`src/rtl/matrix_operand_loader.sv`:
```
// matrix_operand_loader: captures matrix element loads into A/B banks, then streams
// N (A column k, B row k) beats to the matrix unit over a valid/ready handshake.
module matrix_operand_loader #(
  parameter int N = 4,
  parameter int DATA_W = 32,
  localparam int KW = $clog2(N),
  localparam int IDXW = 2 * KW
) (
  input  logic              clk,
  input  logic              reset,
  input  logic              mem_load_a_en,
  input  logic              mem_load_b_en,
  input  logic [31:0]       mem_addr,
  input  logic [DATA_W-1:0] mem_wdata,
  output logic              stall_o,
  output logic              out_valid,
  input  logic              out_ready,
  output logic [N*DATA_W-1:0] out_a_col,
  output logic [N*DATA_W-1:0] out_b_row,
  output logic [KW-1:0]     out_k,
  output logic              out_last,
  output logic              a_full,
  output logic              b_full,
  output logic              done
);
  typedef enum logic [1:0] {LOAD, STREAM, DONE} state_t;
  state_t r_state;
  logic [DATA_W-1:0] r_a [N*N];
  logic [DATA_W-1:0] r_b [N*N];
  logic [N*N-1:0] r_mask_a, r_mask_b, w_mask_a, w_mask_b;
  logic [KW-1:0] r_k;
  logic r_valid, r_done;
  logic [IDXW-1:0] w_idx;
  logic w_load, w_wr_a, w_wr_b, w_unused;

  assign w_idx = mem_addr[2 +: IDXW];
  assign w_unused = ^{mem_addr[31:2+IDXW], mem_addr[1:0]};
  assign w_load = r_state == LOAD;
  assign w_wr_a = w_load & mem_load_a_en;
  assign w_wr_b = w_load & mem_load_b_en;
  assign w_mask_a = r_mask_a | ((N*N)'(w_wr_a) << w_idx);
  assign w_mask_b = r_mask_b | ((N*N)'(w_wr_b) << w_idx);
  assign stall_o = (mem_load_a_en | mem_load_b_en) & ~w_load;
  assign a_full = &r_mask_a;
  assign b_full = &r_mask_b;
  assign out_valid = r_valid;
  assign out_k = r_k;
  assign out_last = r_valid & (r_k == KW'(N - 1));
  assign done = r_done;

  // A column k gathers A[r][k]; B row k gathers B[k][c]
  for (genvar i = 0; i < N; i++) begin : g_out
    assign out_a_col[i*DATA_W +: DATA_W] = r_valid ? r_a[{KW'(i), r_k}] : '0;
    assign out_b_row[i*DATA_W +: DATA_W] = r_valid ? r_b[{r_k, KW'(i)}] : '0;
  end

  always_ff @(posedge clk) begin
    if (w_wr_a) r_a[w_idx] <= mem_wdata;
    if (w_wr_b) r_b[w_idx] <= mem_wdata;
  end

  always_ff @(posedge clk) begin
    if (reset) begin
      r_state <= LOAD;
      r_mask_a <= '0;
      r_mask_b <= '0;
      r_k <= '0;
      r_valid <= 1'b0;
      r_done <= 1'b0;
    end else begin
      case (r_state)
        LOAD: begin
          r_mask_a <= w_mask_a;
          r_mask_b <= w_mask_b;
          if (&w_mask_a && &w_mask_b) begin
            r_state <= STREAM;
            r_k <= '0;
            r_valid <= 1'b1;
          end
        end
        STREAM: if (out_ready) begin
          if (r_k == KW'(N - 1)) begin
            r_state <= DONE;
            r_valid <= 1'b0;
            r_done <= 1'b1;
            r_k <= '0;
          end else begin
            r_k <= r_k + 1'b1;
          end
        end
        DONE: begin
          r_done <= 1'b0;
          r_mask_a <= '0;
          r_mask_b <= '0;
          r_k <= '0;
          r_state <= LOAD;
        end
        default: r_state <= LOAD;
      endcase
    end
  end
endmodule
```
`config.mk`:
```
export PLATFORM = sky130hd
export DESIGN_NAME = matrix_operand_loader
export DESIGN_NICKNAME = d
export VERILOG_FILES = /design/src/rtl/matrix_operand_loader.sv
export SDC_FILE = /design/constraint.sdc
export NUM_CORES = 1
export LEC_CHECK = 0
export BUFFER_PORTS_ARGS = -buffer_cell sky130_fd_sc_hd__clkbuf_2
export CORE_UTILIZATION = 35
export DETAILED_ROUTE_END_ITERATION = 10
export GPL_ROUTABILITY_DRIVEN = 0
export HOLD_SLACK_MARGIN = 0.1
export SLEW_MARGIN = 20
export SYNTH_ARGS = -nofsm -noshare
export SYNTH_HDL_FRONTEND = slang
export SYNTH_SLANG_ARGS = --single-unit
export TNS_END_PERCENT = 5
```
`constraint.sdc`:
```
create_clock -name clk -period 5.3 [get_ports clk]
set_input_delay 0.795 -clock clk [delete_from_list [all_inputs] [get_ports clk]]
set_output_delay 0.795 -clock clk [all_outputs]
set_load 0.05 [all_outputs]
```
# Yosys cells after proc, flatten, opt, wreduce, memory -nomap -nowiden
# Memory sizes are Yosys's and may differ from the RTL's. A register that Yosys moved wholly into a read port is not among the register bits.
# Index checks and enable logic that the tools add are counted.
[word_totals]
regBits = 38
latchBits = 0
ramBits = 1024
rom_bits = 0
inputBits = 69
out_inout_bits = 264
elab_cells = 84
mem_count = 2
[classes]
add_sub_neg = 1
mul = 0
div_mod_pow = 0
n_lt_le_gt_ge = 0
n_eq_ne = 6
shifts = 2
mux = 45
bitwise_logic = 8
reduce_logical = 14
[mem_list]
columns = ["name", "words", "word_bits", "rd", "rd_clocked_by_memory_dff", "write_ports", "line", "source"]
rows = [
  ["r_a", 16, 32, 4, 4, 1, "28", "logic [DATA_W-1:0] r_a [N*N];"],
  ["r_b", 16, 32, 4, 4, 1, "29", "logic [DATA_W-1:0] r_b [N*N];"],
]
[ops]
columns = ["cell", "count"]
rows = [
  ["two-way mux 32 bit", 8],
  ["two-way mux 4 bit", 16],
  ["case mux 16 bit (2 select lines)", 2],
  ["AND reduction 16 bit", 4],
  ["OR 16 bit", 2],
  ["<< shifter 1 x 4 -> 16 bit", 2],
  ["two-way mux 2 bit", 6],
  ["two-way mux 1 bit", 9],
  ["AND reduction 3 bit", 3],
  ["case mux 2 bit (3 select lines)", 1],
  ["nonzero test 2 bit", 3],
  ["AND 1 bit", 4],
  ["equality test 2 bit, second input constant", 2],
  ["inequality test 2 bit, second input constant", 2],
  ["case mux 1 bit (2 select lines)", 2],
  ["case mux 2 bit (2 select lines)", 1],
  ["AND reduction 4 bit", 1],
  ["nonzero test 3 bit", 1],
  ["adder 2 x 1 -> 2 bit, second input constant", 1],
  ["equality test 2 x 1 -> 1 bit, second input constant", 1],
  ["logical NOT 2 bit", 1],
  ["inequality test 2 x 1 -> 1 bit, second input constant", 1],
  ["logical AND 1 bit", 1],
  ["NOT 1 bit", 1],
  ["OR 1 bit", 1],
]

# Longest topological paths before layout
# Gate-level depths: netlist of run 1.
[depth]
ltp_word = 10
mapped_depth = 8
ltp_nobuf = 7

# Least setup slack after synthesis of run 1
# No wires, ideal clock.
[synth_path]
path_type = "input to register"
startpoint = "input mem_load_a_en"
endpoint = "register with a tool-made name"
setup_time_ps = 118
arrival_ps = 4078
required_time_ps = 5182
path_slack_ps = 1104
stages = 8
path_buffers = 1
cell_sequence = "buf_2 > nand2_1 > nor4_2 > a21oi_1 > or3_1 > nor4_4 > o22ai_1 > nor2b_1"
[synth_rtl]
columns = ["element", "line", "source"]
rows = [
  ["from (decl)", "11", "input logic mem_load_a_en,"],
]

==> results of run 1 <==
layout make-up:
class / instances / area, um2
Fill cell: 9947 / 66800
Sequential cell: 1064 / 31600
Multi-Input combinational cell: 705 / 8680
Clock buffer: 137 / 2910
Timing Repair Buffer: 351 / 2020
Tap cell: 1512 / 1890
Clock inverter: 66 / 475
Antenna cell: 13 / 32.5
Inverter: 4 / 15.0
worst register-to-register path, delay by kind of cell, from the launching register on:
kind | cells | cell delay [ps]
and+or+nand+nor | 5 | 1540
DFF | 1 | 490
buffers and inverters | 1 | 470
AOI/OAI and AO/OA | 2 | 360
sequential cells by signal, summed over array words and instances, names as in the netlist, named ones only:
signal / count
done: 1
out_k: 2
out_valid: 1
r_a: 512
r_b: 512
r_mask_a: 16
r_mask_b: 16
r_state: 2
routing by layer:
metal | share of wire | track usage | vias to the layer above | routed length, um
li1 | - | - | 8374 | -
met4 | 0.020 | 0.0416 | 12 | 2090
met1 | 0.43 | 0.250 | 10600 | 44800
met5 | 0.00076 | 0 | - | 80
met2 | 0.48 | 0.289 | 723 | 50600
met3 | 0.072 | 0.0361 | 169 | 7580
placed cells by master, fill, tap and decap left out, types with 9 or more instances in the layout:
cell,synthesis,final
clkbuf_16,0,111
nor2_4,0,22
clkbuf_2,1,304
clkinv_1,0,27
nor2_1,63,41
a21oi_1,13,13
edfxtp_1,1024,1024
dfxtp_1,40,37
mux4_2,256,256
nand4_1,9,9
and2_1,258,258
diode_2,0,13
buf_4,2,37
clkinv_2,0,24
clkbuf_1,52,21
nand2_1,10,10
a31oi_1,19,19
kinds of logic (layout without fill, tap and decap cells):
| family | after synthesis | count (layout) |
|---|---|---|
| compound gates | 49 | 49 |
| fa+ha+maj | 1 | 1 |
| buf+inv | 99 | 558 |
| flops | 1064 | 1064 |
| mux | 256 | 256 |
| other cells | 0 | 13 |
| simple gates | 399 | 399 |
stage by stage:
stage	setup slack [ps]	hold slack (ps)	util	power, mW
CTS	1140	375	0.416	17.2
global placement	1890	483	0.386	9.90
floorplan	1100	463	-	9.64
detailed placement	1800	474	0.386	9.93
finish	1280	435	0.416	17.0
global route	1040	404	0.416	17.5
synth_stat cells (2+ instances only):
master	count
buf_2	15
and2_1	258
and3_2	2
nand2_1	10
nor2_2	2
clkbuf_1	52
buf_4	2
a41oi_1	3
nor3_1	12
a31oi_1	19
buf_1	24
nor4_1	8
nand2b_1	4
nand4_1	9
mux4_2	256
a21oi_1	13
and3b_1	2
nor2_1	63
o21a_1	8
nor4_2	2
nor3_2	2
inv_1	4
o21ai_0	3
nor2b_1	6
nor4b_2	3
edfxtp_1	1024
nand3_1	8
dfxtp_1	40
worst max-delay path by stage:
| stage | start | endpoint | slack, ps |
|---|---|---|---|
| finish | flop | out_b_row[35] | 1280 |
| global route | flop | out_b_row[35] | 1040 |
| CTS | flop | out_b_row[68] | 1140 |
| detailed placement | mem_addr[3] | out_k[0] | 1800 |
| global placement | mem_addr[3] | flop | 1890 |
| floorplan | mem_load_a_en | flop | 1100 |
power by group through the flow:
| stage | clock network [mW] | logic [mW] | registers [mW] |
|---|---|---|---|
| finish | 7.24 | 0.367 | 9.37 |
| global route | 7.71 | 0.393 | 9.38 |
| detailed placement | 0 | 0.379 | 9.55 |
| CTS | 7.40 | 0.379 | 9.37 |
| global placement | 0 | 0.360 | 9.54 |
| floorplan | 0 | 0.0989 | 9.54 |
==> impl_metrics.json, run 1 <==
{
  "status": "complete, no violations",
  "root_buffer": "clkbuf_16",
  "wl_mm": 105,
  "peakVddDrop_v": 0.000261,
  "r2r-start": "r_state[1]",
  "grt_first_pass_wirelength_mm": 148,
  "synth_top_area_frac": 0.761,
  "layout-drive-gt1-share": 0.349,
  "synth-compound-area-share": 0.00765,
  "synth-simple-area-share": 0.0588,
  "async_reset_ff_frac": 0,
  "route.detailed.drc": 0,
  "final_net_count": 2304,
  "ctsResizeCount": 0,
  "crit_chain": "buf_12, mux4_2, and2_1, clkbuf_2",
  "start_util": 0.354,
  "slew_headroom": 0.240,
  "synthFlopType": "edfxtp_1",
  "p_int_mw": 13.5,
  "grtUsageTotal": 0.179,
  "crit_fanout": 60,
  "io_buffer_count": 304,
  "placed_cells": 3636,
  "critPathKind": "reg2out",
  "htreeDepth": 3,
  "hp-start": "reset",
  "cpPeakStageDelay_ps": 920,
  "synth_warnings": 0,
  "post-route-min-period_ps": 4020,
  "finalNonFillerCells": 3852,
  "p_comb_frac": 0.022,
  "cts_setup_buffers": 0,
  "cts.clk_slew.worst_paths_ps": 60,
  "dr.first_iter.drc_count": 1814,
  "p_sw_frac": 0.204,
  "ys_types": 42,
  "num_rows": 124,
  "synth_edf_count": 1024,
  "cts-hold-fix-buffers": 0,
  "finalSetupViolations": 0,
  "synth_area_mm2": 0.0404,
  "ios": 333,
  "rsz0062_at_grt": "no",
  "synthXorXnorAreaFrac": 0,
  "crit_cells": 4,
  "clock_path_buffers": 3,
  "synth_top_family_by_area": "multiplexers",
  "via_per_inst": 5.17,
  "syn_area_per_cell_um2": 21.6,
  "vias": 19900,
  "core_area_mm2": 0.114,
  "die_area_mm2": 0.117,
  "clock_power_share": 0.426,
  "antenna_left": 0,
  "worstSetupEndpointType": "primary output",
  "cts_tree": "built",
  "netSwitchingPower_mw": 3.46,
  "clock_sinks": 1064,
  "reg2reg_slack_ps": 2320,
  "wire_per_inst_um": 27.3,
  "whs_path_depth": 2,
  "die_h_um": 342,
  "synth_mux_area_frac": 0.143,
  "seq_area_frac_synth": 0.781,
  "critPathSlowestCell": "dfxtp_4",
  "post_dp_cell_area_mm2": 0.0442,
  "worstHoldPathType": "in2reg",
  "grt_pass1_vias": 20400,
  "setup-tns-final_ps": 0,
  "hpwlAfterDp_mm": 60.3,
  "reg2regPathDepth": 8,
  "arrival_ps": 3230,
  "synthAdderAreaFrac": 0.000310,
  "clk_latency_ps": 660,
  "seq_power_share": 0.552,
  "maxCapViolations": 0,
  "synth-seq-cells": 1064,
  "synth_fp_nets": 1938,
  "timing.fmax_ghz": 0.249,
  "critPathTopFamily": "flip-flops",
  "power_leakage_nw": 15.3,
  "dr.pass1.iters": 6,
  "syn_inst": 1868,
  "cp-start-kind": "flop",
  "synth_largest_area_cell": "edfxtp_1",
  "final_area_mm2": 0.0476,
  "tightest_slew_ps": 1140,
  "tritoncts.num_buffers": 108,
  "syn2layout_area_growth_pct": 17.7,
  "gr-total-overflow": 0,
  "required_ps": 4510,
  "finalHoldViolations": 0,
  "post-route-period-util": 0.759,
  "slew_violations": 0,
  "path_buf_inv": 2,
  "die_w_um": 342,
  "fin_skew_ps": 22.3,
  "p_per_area_mw_per_mm2": 357,
  "grt_max_degree": 92,
  "ys_top_cells_by_area": "edfxtp_1, mux4_2, and2_1",
  "antenna_found_initial": 13
}
No activity file was read; power rests on OpenSTA's default activity.
==> run 2, diff against run 1 <==
Clock period 5.3 ns to 3.33 ns, I/O delays scaled along.
==> run 2 against run 1 <==
  * Non-clock buffer count increased by 15
  * Sequential cell count unchanged
  * Cell count increased by 0.16%
  * Final area increased by 1.1%
  * Power increased by 63%
==> impl_metrics.json, run 2 (synthesis gave the netlist of run 1 again) <==
{
  "status": "complete, no violations",
  "die_area_mm2": 0.117,
  "layout-drive-gt1-share": 0.354,
  "rsz0062_at_grt": "no",
  "root_buffer": "clkbuf_16",
  "power_leakage_nw": 15.5,
  "clk_latency_ps": 700,
  "via_per_inst": 5.16,
  "grtUsageTotal": 0.179,
  "antenna_left": 0,
  "critPathTopFamily": "buffers and inverters",
  "path_buf_inv": 3,
  "clock_path_buffers": 3,
  "hp-start": "mem_load_a_en",
  "fin_skew_ps": 16.2,
  "arrival_ps": 2620,
  "route.detailed.drc": 0,
  "wl_mm": 105,
  "htreeDepth": 3,
  "critPathKind": "reg2out",
  "grt_first_pass_wirelength_mm": 148,
  "timing.fmax_ghz": 0.320,
  "num_rows": 124,
  "crit_fanout": 38,
  "final_area_mm2": 0.0481,
  "finalHoldViolations": 0,
  "post-route-min-period_ps": 3120,
  "syn2layout_area_growth_pct": 19.0,
  "p_per_area_mw_per_mm2": 575,
  "worstSetupEndpointType": "primary output",
  "cts_tree": "built",
  "die_h_um": 342,
  "final_cell_mix": "edfxtp_1, clkbuf_2, and2_1",
  "slew_violations": 0,
  "worstHoldPathType": "in2reg",
  "post_dp_cell_area_mm2": 0.0444,
  "grt_pass1_vias": 20500,
  "dr.first_iter.drc_count": 1716,
  "cts.clk_slew.worst_paths_ps": 60,
  "die_w_um": 342,
  "post-route-period-util": 0.938,
  "cpPeakStageDelay_ps": 540,
  "final_net_count": 2320,
  "tightest_slew_ps": 1110,
  "required_ps": 2830,
  "maxCapViolations": 0,
  "r2r-start": "r_state[0]",
  "hpwlAfterDp_mm": 58.7,
  "peakVddDrop_v": 0.000411,
  "start_util": 0.354,
  "crit_chain": "buf_12, buf_12, mux4_2, and2_1, clkbuf_2",
  "clock_sinks": 1064,
  "core_area_mm2": 0.114,
  "wire_per_inst_um": 27.1,
  "ctsResizeCount": 0,
  "ios": 333,
  "top_regs": "r_a: 512 flops, r_b: 512 flops",
  "crit_path_frequent_cell": "buf_12",
  "tritoncts.num_buffers": 109,
  "critPathSlowestCell": "mux4_2",
  "finalSetupViolations": 0,
  "io_buffer_count": 304,
  "cp-start-kind": "flop",
  "gr-total-overflow": 0,
  "setup-tns-final_ps": 0,
  "final_common_cell": "edfxtp_1",
  "antenna_found_initial": 12,
  "dr.pass1.iters": 6,
  "grt_max_degree": 131,
  "slew_headroom": 0.257,
  "vias": 19900
}
run 2: cell types whose count changed in the layout (fill, tap and decap cells not counted), moves of 2 or more:
cell,previous run,this run
buf_12,7,27
bufinv_16,5,12
clkbuf_1,21,16
clkinv_2,24,19
diode_2,13,8
buf_4,37,33
buf_16,3,0
clkbuf_2,304,301
clkinv_1,27,24
clkbuf_8,3,1
dlygate4sd3_1,0,2
inv_6,2,4
nor3_2,7,5
nor3_4,2,4
run 2: power breakdown:
| part | internal (mW) | switching, mW |
|---|---|---|
| registers | 14.9 | 0.0444 |
| clock network | 7.06 | 5.11 |
| logic | 0.0963 | 0.491 |
run 2: final cells by class:
type	count	area, um2
Inverter	4	15.0
Tap cell	1512	1890
Fill cell	9931	66200
Timing Repair Buffer	366	2330
Clock inverter	71	736
Multi-Input combinational cell	705	8700
Sequential cell	1064	31600
Clock buffer	128	2850
Antenna cell	8	20.0
run 2: metal layers:
metal	wire length (um)	GRT usage	part of all wire	vias up
met3	6040	0.0316	0.058	170
met1	45300	0.246	0.43	10700
met2	50900	0.294	0.49	669
met4	2360	0.0480	0.023	12
met5	71	0	0.00068	-
li1	-	-	-	8381
run 2: path summary, 6_finish.rpt:
check / end / slack [ps] / cells after the start
worst max-delay path: out_a_col[82] / 210 / 5
worst max register to register: flop / 640 / 7
worst min-delay path: r_mask_a[14] / 340 / 3
worst min register to register: done / 510 / 2
run 2: through the flow:
| step | setup slack (ps) | power [mW] | hold slack, ps | utilization | instances |
|---|---|---|---|---|---|
| 6_report | 207 | 27.7 | 340 | 0.421 | 3858 |
| 3_5_place_dp | 472 | 15.8 | 480 | 0.388 | 3646 |
| 2_1_floorplan | -398 | 15.3 | 463 | - | 1868 |
| 5_1_grt | 79.1 | 28.5 | 315 | 0.421 | 3850 |
| 4_1_cts | 107 | 28.0 | 249 | 0.421 | 3850 |
| 3_3_place_gp | 400 | 15.8 | 470 | 0.388 | 3646 |
run 2: timing repair:
action	in CTS	in global routing
buffers inserted	3	0
hold endpoints to repair	6	0
hold buffers	2	0
endpoints found under the setup margin	172	0
run 2: worst reg2reg max path, cell delays in order (launching register included):
cell	delay, ps
dfxtp_1	480
nor4b_2	690
a31oi_1	180
nor4_1	300
nand3_1	210
nor4_4	410
o22ai_1	150
nor2b_1	150
